===== config.mk =====
export PLATFORM = sky130hd
export DESIGN_NAME = ssp_frame_master
export DESIGN_NICKNAME = d
export VERILOG_FILES = /design/src/rtl/ssp_frame_master_pkg.sv /design/src/rtl/ssp_sck_tick.sv /design/src/rtl/ssp_frame_master.sv
export SDC_FILE = /design/constraint.sdc
export NUM_CORES = 1
export LEC_CHECK = 0
export BUFFER_PORTS_ARGS = -buffer_cell sky130_fd_sc_hd__buf_4
export CORE_UTILIZATION = 57
export CTS_BUF_LIST = sky130_fd_sc_hd__clkbuf_16
export DETAILED_ROUTE_END_ITERATION = 8
export PLACE_DENSITY = 0.85
export SLEW_MARGIN = 0
export SYNTH_ARGS = -nofsm -noshare
export SYNTH_HDL_FRONTEND = slang
export SYNTH_SLANG_ARGS = --single-unit

===== constraint.sdc =====
create_clock -name iClk -period 6.4 [get_ports iClk]
set_input_delay 1.28 -clock iClk [delete_from_list [all_inputs] [get_ports iClk]]
set_output_delay 1.28 -clock iClk [all_outputs]
set_load 0.02 [all_outputs]

===== src/rtl/ssp_frame_master_pkg.sv =====
// Shared definitions for the SSP frame master: FSM states and 16-bit frame field positions.
package ssp_master_pkg;
  localparam int unsigned SSP_FRAME_W = 16;
  localparam int unsigned RA_MSB      = 15;
  localparam int unsigned RA_LSB      = 13;
  localparam int unsigned WNR_BIT     = 12;
  localparam int unsigned DI_MSB      = 11;

  typedef enum logic [2:0] {IDLE, SETUP, SHIFT, HOLD, DONE} sspState_t;
endpackage


===== src/rtl/ssp_sck_tick.sv =====
// Half-period counter for the SSP serial clock: pulses oTick once every pDiv+1 enabled cycles.
module ssp_sck_tick #(
  parameter logic [7:0] pDiv = 8'd1
) (
  input  logic iClk,
  input  logic iRst_n,
  input  logic iEnable,
  input  logic iClear,
  output logic oTick
);
  logic [7:0] cnt;

  always_ff @(posedge iClk or negedge iRst_n) begin
    if (!iRst_n)      cnt <= '0;
    else if (iClear)  cnt <= '0;
    else if (iEnable) cnt <= (cnt == pDiv) ? '0 : cnt + 8'd1;
  end

  assign oTick = iEnable && !iClear && (cnt == pDiv);
endmodule


===== src/rtl/ssp_frame_master.sv =====
// Avalon-MM slave turning each read/write into one 16-bit SSP frame (SCK/SSEL/MOSI/MISO).
// Build option: define SSP_FRAME_MASTER_LOOPBACK_EN to receive the registered MOSI instead of MISO.
module ssp_frame_master
  import ssp_master_pkg::*;
#(
  parameter logic [7:0]  pDiv       = 8'd1,
  parameter int unsigned pFrameBits = 16
) (
  input  logic        iClk,
  input  logic        iRst_n,
  input  logic        iChipSelect,
  input  logic        iWrite,
  input  logic        iRead,
  input  logic [2:0]  iAddress,
  input  logic [31:0] iData,
  output logic [31:0] oData,
  output logic        oWaitRequest,
  output logic        SSP_SCK,
  output logic        SSP_SSEL,
  output logic        SSP_MOSI,
  input  logic        SSP_MISO
);
  sspState_t state, stateNext;
  logic       phaseLow, phaseLowNext;
  logic [3:0] bitCnt, bitCntNext;
  logic       tick, tickEn, tickClr;
  logic       request, riseEv, fallEv;
  logic       lost, isRead, rxIn;
  logic [SSP_FRAME_W-1:0] txFrame, txShift, rxShift;
  logic       unusedBits;

  assign request      = iChipSelect && (iWrite || iRead);
  assign oWaitRequest = request && (state != DONE);
  assign tickEn       = (state == SETUP) || (state == SHIFT) || (state == HOLD);
  assign tickClr      = !tickEn;

`ifdef SSP_FRAME_MASTER_LOOPBACK_EN
  assign rxIn       = SSP_MOSI;
  assign unusedBits = ^{iData[31:DI_MSB+1], rxShift[SSP_FRAME_W-1:DI_MSB+1], SSP_MISO};
`else
  assign rxIn       = SSP_MISO;
  assign unusedBits = ^{iData[31:DI_MSB+1], rxShift[SSP_FRAME_W-1:DI_MSB+1]};
`endif

  ssp_sck_tick #(.pDiv(pDiv)) uTick (
    .iClk    (iClk),
    .iRst_n  (iRst_n),
    .iEnable (tickEn),
    .iClear  (tickClr),
    .oTick   (tick)
  );

  always_comb begin
    txFrame                  = '0;
    txFrame[RA_MSB:RA_LSB]   = iAddress;
    txFrame[WNR_BIT]         = iWrite;
    if (iWrite) txFrame[DI_MSB:0] = iData[DI_MSB:0];
  end

  always_comb begin
    stateNext    = state;
    phaseLowNext = phaseLow;
    bitCntNext   = bitCnt;
    riseEv       = 1'b0;
    fallEv       = 1'b0;
    case (state)
      IDLE: if (request) begin
        stateNext  = SETUP;
        bitCntNext = 4'(pFrameBits - 1);
      end
      SETUP: if (tick) begin
        stateNext    = SHIFT;
        phaseLowNext = 1'b0;
        riseEv       = 1'b1;
      end
      // Each bit: high phase then low phase; the next rising edge starts the next bit.
      SHIFT: if (tick) begin
        if (!phaseLow) begin
          phaseLowNext = 1'b1;
          fallEv       = 1'b1;
        end else if (bitCnt == 4'd0) begin
          stateNext = HOLD;
        end else begin
          bitCntNext   = bitCnt - 4'd1;
          phaseLowNext = 1'b0;
          riseEv       = 1'b1;
        end
      end
      HOLD: if (tick) stateNext = DONE;
      DONE: stateNext = IDLE;
      default: stateNext = IDLE;
    endcase
  end

  always_ff @(posedge iClk or negedge iRst_n) begin
    if (!iRst_n) begin
      state    <= IDLE;
      phaseLow <= 1'b0;
      bitCnt   <= '0;
    end else begin
      state    <= stateNext;
      phaseLow <= phaseLowNext;
      bitCnt   <= bitCntNext;
    end
  end

  // Serial outputs are registered from the next-state view so they line up with the state.
  always_ff @(posedge iClk or negedge iRst_n) begin
    if (!iRst_n) begin
      SSP_SCK  <= 1'b0;
      SSP_SSEL <= 1'b0;
      SSP_MOSI <= 1'b0;
      oData    <= '0;
      txShift  <= '0;
      rxShift  <= '0;
      lost     <= 1'b0;
      isRead   <= 1'b0;
    end else begin
      SSP_SSEL <= (stateNext == SETUP) || (stateNext == SHIFT) || (stateNext == HOLD);
      SSP_SCK  <= (stateNext == SHIFT) && !phaseLowNext;
      if (state == IDLE && request) begin
        txShift  <= txFrame;
        SSP_MOSI <= txFrame[SSP_FRAME_W-1];
        isRead   <= !iWrite;
        lost     <= 1'b0;
      end else if (fallEv) begin
        txShift  <= txShift << 1;
        SSP_MOSI <= txShift[SSP_FRAME_W-2];
      end
      if (tickEn && !request) lost <= 1'b1;
      if (riseEv) rxShift <= {rxShift[SSP_FRAME_W-2:0], rxIn};
      // Loaded on entry to DONE so readdata is valid while waitrequest is low.
      if (state == HOLD && tick && isRead && !lost && request)
        oData <= 32'(rxShift[DI_MSB:0]);
    end
  end
endmodule

# Word level (Yosys, flattened, before mapping)
# Index checks and enable logic that the tools add are counted.
# W data, S select, Z words.
# totals
out_inout_bits	36
regBits	60
wordCells	85
inputBits	41
# classes
add_sub_neg	2
n_eq_ne	12
mux	34
reduce_logical	25
# op_table
op	count
$mux W15	2
$mux W3	6
$mux W4	4
$mux W8	2
$mux W1	15
$eq A3 B2 Y1 const B	4
$mux W12	1
$pmux W3 S4	1
$logic_and A1 B1 Y1	10
$add A8 B1 Y8 const B	1
$eq A8 B1 Y1 const B	1
$ne A2 B2 Y1 const B	4
$pmux W4 S2	1
$eq A3 B1 Y1 const B	2
$reduce_bool A2 Y1	3
$logic_or A1 B1 Y1	5
$reduce_and A5 Y1	1
$logic_not A1 Y1	4
$logic_not A4 Y1	1
$pmux W1 S2	2
$sub A4 B1 Y4 const B	1
$logic_not A3 Y1	1
$ne A3 B3 Y1 const B	1

# Depth between registers and ports, before layout
# depth
depth_word	9
mapped_depth	7
mapped_depth_nobuf	6

# Modules after synthesis
# From an unflattened synthesis, not the netlist that was laid out.
# unflattened
hier_cells	247
hier_area_um2	2909.0
# modules_own_cells
module	instances	cells_per_inst	area_each_um2	seq_area_each_um2
ssp_frame_master	1	197	2438.6	1301.2
ssp_sck_tick	1	50	470.5	200.2

# Least setup slack after synthesis
# Ideal clock, no wire load.
# synth_path
path_kind	input -> output
startpoint	input iRead
endpoint	output oWaitRequest
path_buffers	1
path_slack_ns	3.042
arrival_time_ns	2.078
cell_stages	3
path_cell_list	o21ai_0 -> clkbuf_1 -> a21oi_1
# synth_via
elab_chain_len	3
# synth_rtl
item	line	text
start, declared	ssp_frame_master.sv:13	input logic iRead,
$logic_or A1 B1 Y1	ssp_frame_master.sv:32	assign request = iChipSelect && (iWrite || iRead);
$logic_and A1 B1 Y1	ssp_frame_master.sv:32	
$logic_and A1 B1 Y1	ssp_frame_master.sv:33	assign oWaitRequest = request && (state != DONE);
end, declared	ssp_frame_master.sv:17	output logic oWaitRequest,
# No other way between the ends.

# Worst setup path after layout
# layout_path
startpoint	input iWrite
endpoint	output oWaitRequest
# layout_via
elab_chain_len	3
# layout_rtl
item	line	text
start, declared	ssp_frame_master.sv:12	input logic iWrite,
$logic_or A1 B1 Y1	ssp_frame_master.sv:32	
$logic_and A1 B1 Y1	ssp_frame_master.sv:32	
$logic_and A1 B1 Y1	ssp_frame_master.sv:33	
# No other way between the ends.

==> impl_metrics.tcl <==
set metrics [dict create \
    grt.met3_usage_pct 5.15 \
    final_layout_size_suffix_gt1_share_pct 33.0 \
    io_pins 77 \
    layout_common_cells "60 x sky130_fd_sc_hd__dfrtp_1, 37 x sky130_fd_sc_hd__buf_4, 33 x sky130_fd_sc_hd__mux2_2" \
    p_per_area_nw_per_um2 419 \
    grt_setup_unrepaired "false" \
    fin_skew_ps 7.16 \
    floorplan.core_area_um2 4850 \
    dp_hpwl_mm 3.37 \
    post_synth_instance_area_um2 2960 \
    nFillCells 323 \
    placement_rows 25 \
    die_w_um 74.1 \
    maximum_fanout_encountered_on_the_critical_timing_path 16 \
    busiest_layer "met2" \
    final_hold_viol_count 0 \
    required_worst_endpoint_ps 5120 \
    yosys.cell_types.count 46 \
    r2r_slack_ps 3860 \
    port_buffers 36 \
    drv.max_cap_violation_count 0 \
    route.detailed.vias_per_inst 5.25 \
    max_rail_drop_vdd_mv 0.268 \
    clock_tree.root_cell "sky130_fd_sc_hd__clkbuf_16" \
    clock_sink_count 60 \
    final_min_period_over_clock_period_pct 54.7 \
    gr-usage-met1_pct 28.3 \
    async_flop_share_pct 100 \
    drtPass1Iterations 4 \
    avgRoutedWirePerCell_um 14.7 \
    clk_pin_slew_worst_paths_ps 50 \
    num-nets-final 337 \
    final_common_cell "sky130_fd_sc_hd__dfrtp_1" \
    maxSlewViolCount 0 \
    syn2layout_area_growth_pct 18.0 \
    critical_path.endpoint_type "output pin" \
    relSlewSlack_pct 47.1 \
    numCtsBuffers 9 \
    synth_edf_count 0 \
    achievable-frequency_mhz 286 \
    post-route-drc-count 0 \
    route.vias.total 1912 \
    synthesis.instances 257 \
    count_of_antenna_violating_nets_left_after_detailed_routing 0 \
    ys_warn_count 0 \
    floorplan.initialDensity_pct 61.0 \
    post_cts_resized 0 \
    vias_in_the_first_global_route 1826 \
    synth-seq-cells 60 \
    dieArea_um2 5480 \
    vertical_die_dimension_um 74.1 \
    grt_pass1_wl_mm 8.70 \
    outcome "finished, final reports clean" \
    synth_area_per_cell_um2 11.5 \
    timing.final.crit_period_ps 3500 \
    max_slew.worst_pin.slew_ps 793 \
    timing.setup.tns_ps 0 \
    setup.worst_path.start_class "primary input" \
    gp_congestion 0.721 \
    seq_area_frac_synth_pct 50.7 \
    initial_detailed_routing_violation_count 96 \
    final.hold.worst_slack_ps 496 \
    antenna_violations_before_repair 0 \
    hold_path_class "reg2reg" \
    drt_wl_total_mm 5.34 \
    cts_post_setup_buffers_inserted 0 \
    timing_worst_setup_path_type "in2out" \
    ctsLongestPathBuffers 2 \
    leakagePower_uw 0.00171 \
    clk_latency_ps 320 \
    final-setup-viol-count 0 \
    antennaDiodeCount 0 \
    met2_usage_pct 33.5 \
    maximum_number_of_pins_on_one_net_before_global_route_repair 61 \
    power_uw 1460 \
    clock_tree.htree_level_count 3 \
    cts_hold_buf 0 \
    critPathArrivalTime_ps 2220 \
    grt_overflow_total 0 \
    grt.total_usage_pct 21.8 \
    clock_tree_from_tritoncts "yes" \
    yosys_most_used_dff "sky130_fd_sc_hd__dfrtp_1" \
]
==> registers in the layout, summed over array words and instances (netlist names) <==
name / flops
txShift: 15
oData: 12
rxShift: 12
uTick.cnt: 8
bitCnt: 4
state: 3
SSP_MOSI: 1
SSP_SCK: 1
SSP_SSEL: 1
isRead: 1
lost: 1
phaseLow: 1
==> per-stage QoR <==
step	instances	area [um^2]	utilization, %	setup WS (ps)
after global routing	364	3490	72.0	2870
final	364	3490	72.0	2900
after global placement	349	3190	65.7	3030
after CTS	364	3490	72.0	2910
after detailed placement	349	3190	65.7	2980
after floorplan	276	3030	-	3040
==> report_power, final <==
| part | internal (uW) | switching (uW) | total [uW] | leakage, uW |
|---|---|---|---|---|
| combinational | 193 | 213 | 406 | 0.000788 |
| clock | 334 | 159 | 494 | 0.000148 |
| sequential | 482 | 83.2 | 565 | 0.000778 |
==> per-layer routing <==
layer | up-vias | wire (um)
met4 | 0 | 110
met3 | 12 | 201
met1 | 929 | 2400
li1 | 924 | -
met5 | - | 0
met2 | 47 | 2630
==> cell families after synthesis <==
logic type / share of synthesized area, %
AND/OR/NAND/NOR: 11.8
buffers and inverters: 7.69
other: 0.127
adder cells (fa/ha/maj): 1.27
AO/OA/AOI/OAI: 7.70
multiplexers: 18.3
flip-flops: 50.7
XOR/XNOR: 2.37
==> worst paths after layout <==
kind / depth (start not counted) / start / to
worst max register to register: 4 / state[2]$_DFF_PN0_ / txShift[2]$_DFFE_PN0P_
worst max-delay path: 5 / iWrite / oWaitRequest
min in group asynchronous: 1 / iRst_n / bitCnt[2]$_DFFE_PN0P_
worst min-delay path: 2 / isRead$_DFFE_PN0P_ / isRead$_DFFE_PN0P_
max in group asynchronous: 1 / iRst_n / rxShift[4]$_DFFE_PN0P_
worst min register to register: 2 / isRead$_DFFE_PN0P_ / isRead$_DFFE_PN0P_
==> cells in the mapped netlist (2+ instances only) <==
cell | number | area (um^2)
sky130_fd_sc_hd__a21oi_1 | 5 | 25.0
sky130_fd_sc_hd__o21ai_0 | 25 | 125
sky130_fd_sc_hd__mux2i_1 | 2 | 20.0
sky130_fd_sc_hd__mux2_4 | 10 | 150
sky130_fd_sc_hd__nand2_1 | 15 | 56.3
sky130_fd_sc_hd__clkbuf_1 | 4 | 15.0
sky130_fd_sc_hd__nand3_1 | 10 | 50.1
sky130_fd_sc_hd__a211o_1 | 2 | 17.5
sky130_fd_sc_hd__nor2_1 | 15 | 56.3
sky130_fd_sc_hd__xor2_1 | 7 | 61.3
sky130_fd_sc_hd__dfrtp_1 | 60 | 1500
sky130_fd_sc_hd__inv_1 | 6 | 22.5
sky130_fd_sc_hd__and3_1 | 3 | 18.8
sky130_fd_sc_hd__ha_1 | 3 | 37.5
sky130_fd_sc_hd__buf_4 | 20 | 150
sky130_fd_sc_hd__nand3b_1 | 2 | 15.0
sky130_fd_sc_hd__buf_2 | 5 | 25.0
sky130_fd_sc_hd__mux2_2 | 33 | 372
sky130_fd_sc_hd__nor3b_1 | 3 | 22.5
==> area by class of cell <==
class	instances	area (um^2)	share of cell area, %
repair buffers	37	278	7.95
flip-flops and latches	60	1500	43.0
clock inverters	6	80.1	2.29
inverters	6	22.5	0.645
clock buffers	9	225	6.45
multi-input cells	179	1300	37.3
well taps	67	83.8	2.40
==> critical path, stage by stage <==
cell                      delay (ps)
sky130_fd_sc_hd__buf_4           160
sky130_fd_sc_hd__o21ai_0         240
sky130_fd_sc_hd__buf_4           260
sky130_fd_sc_hd__a21oi_1          90
sky130_fd_sc_hd__buf_4           190
(Power assumes the default switching activity.)
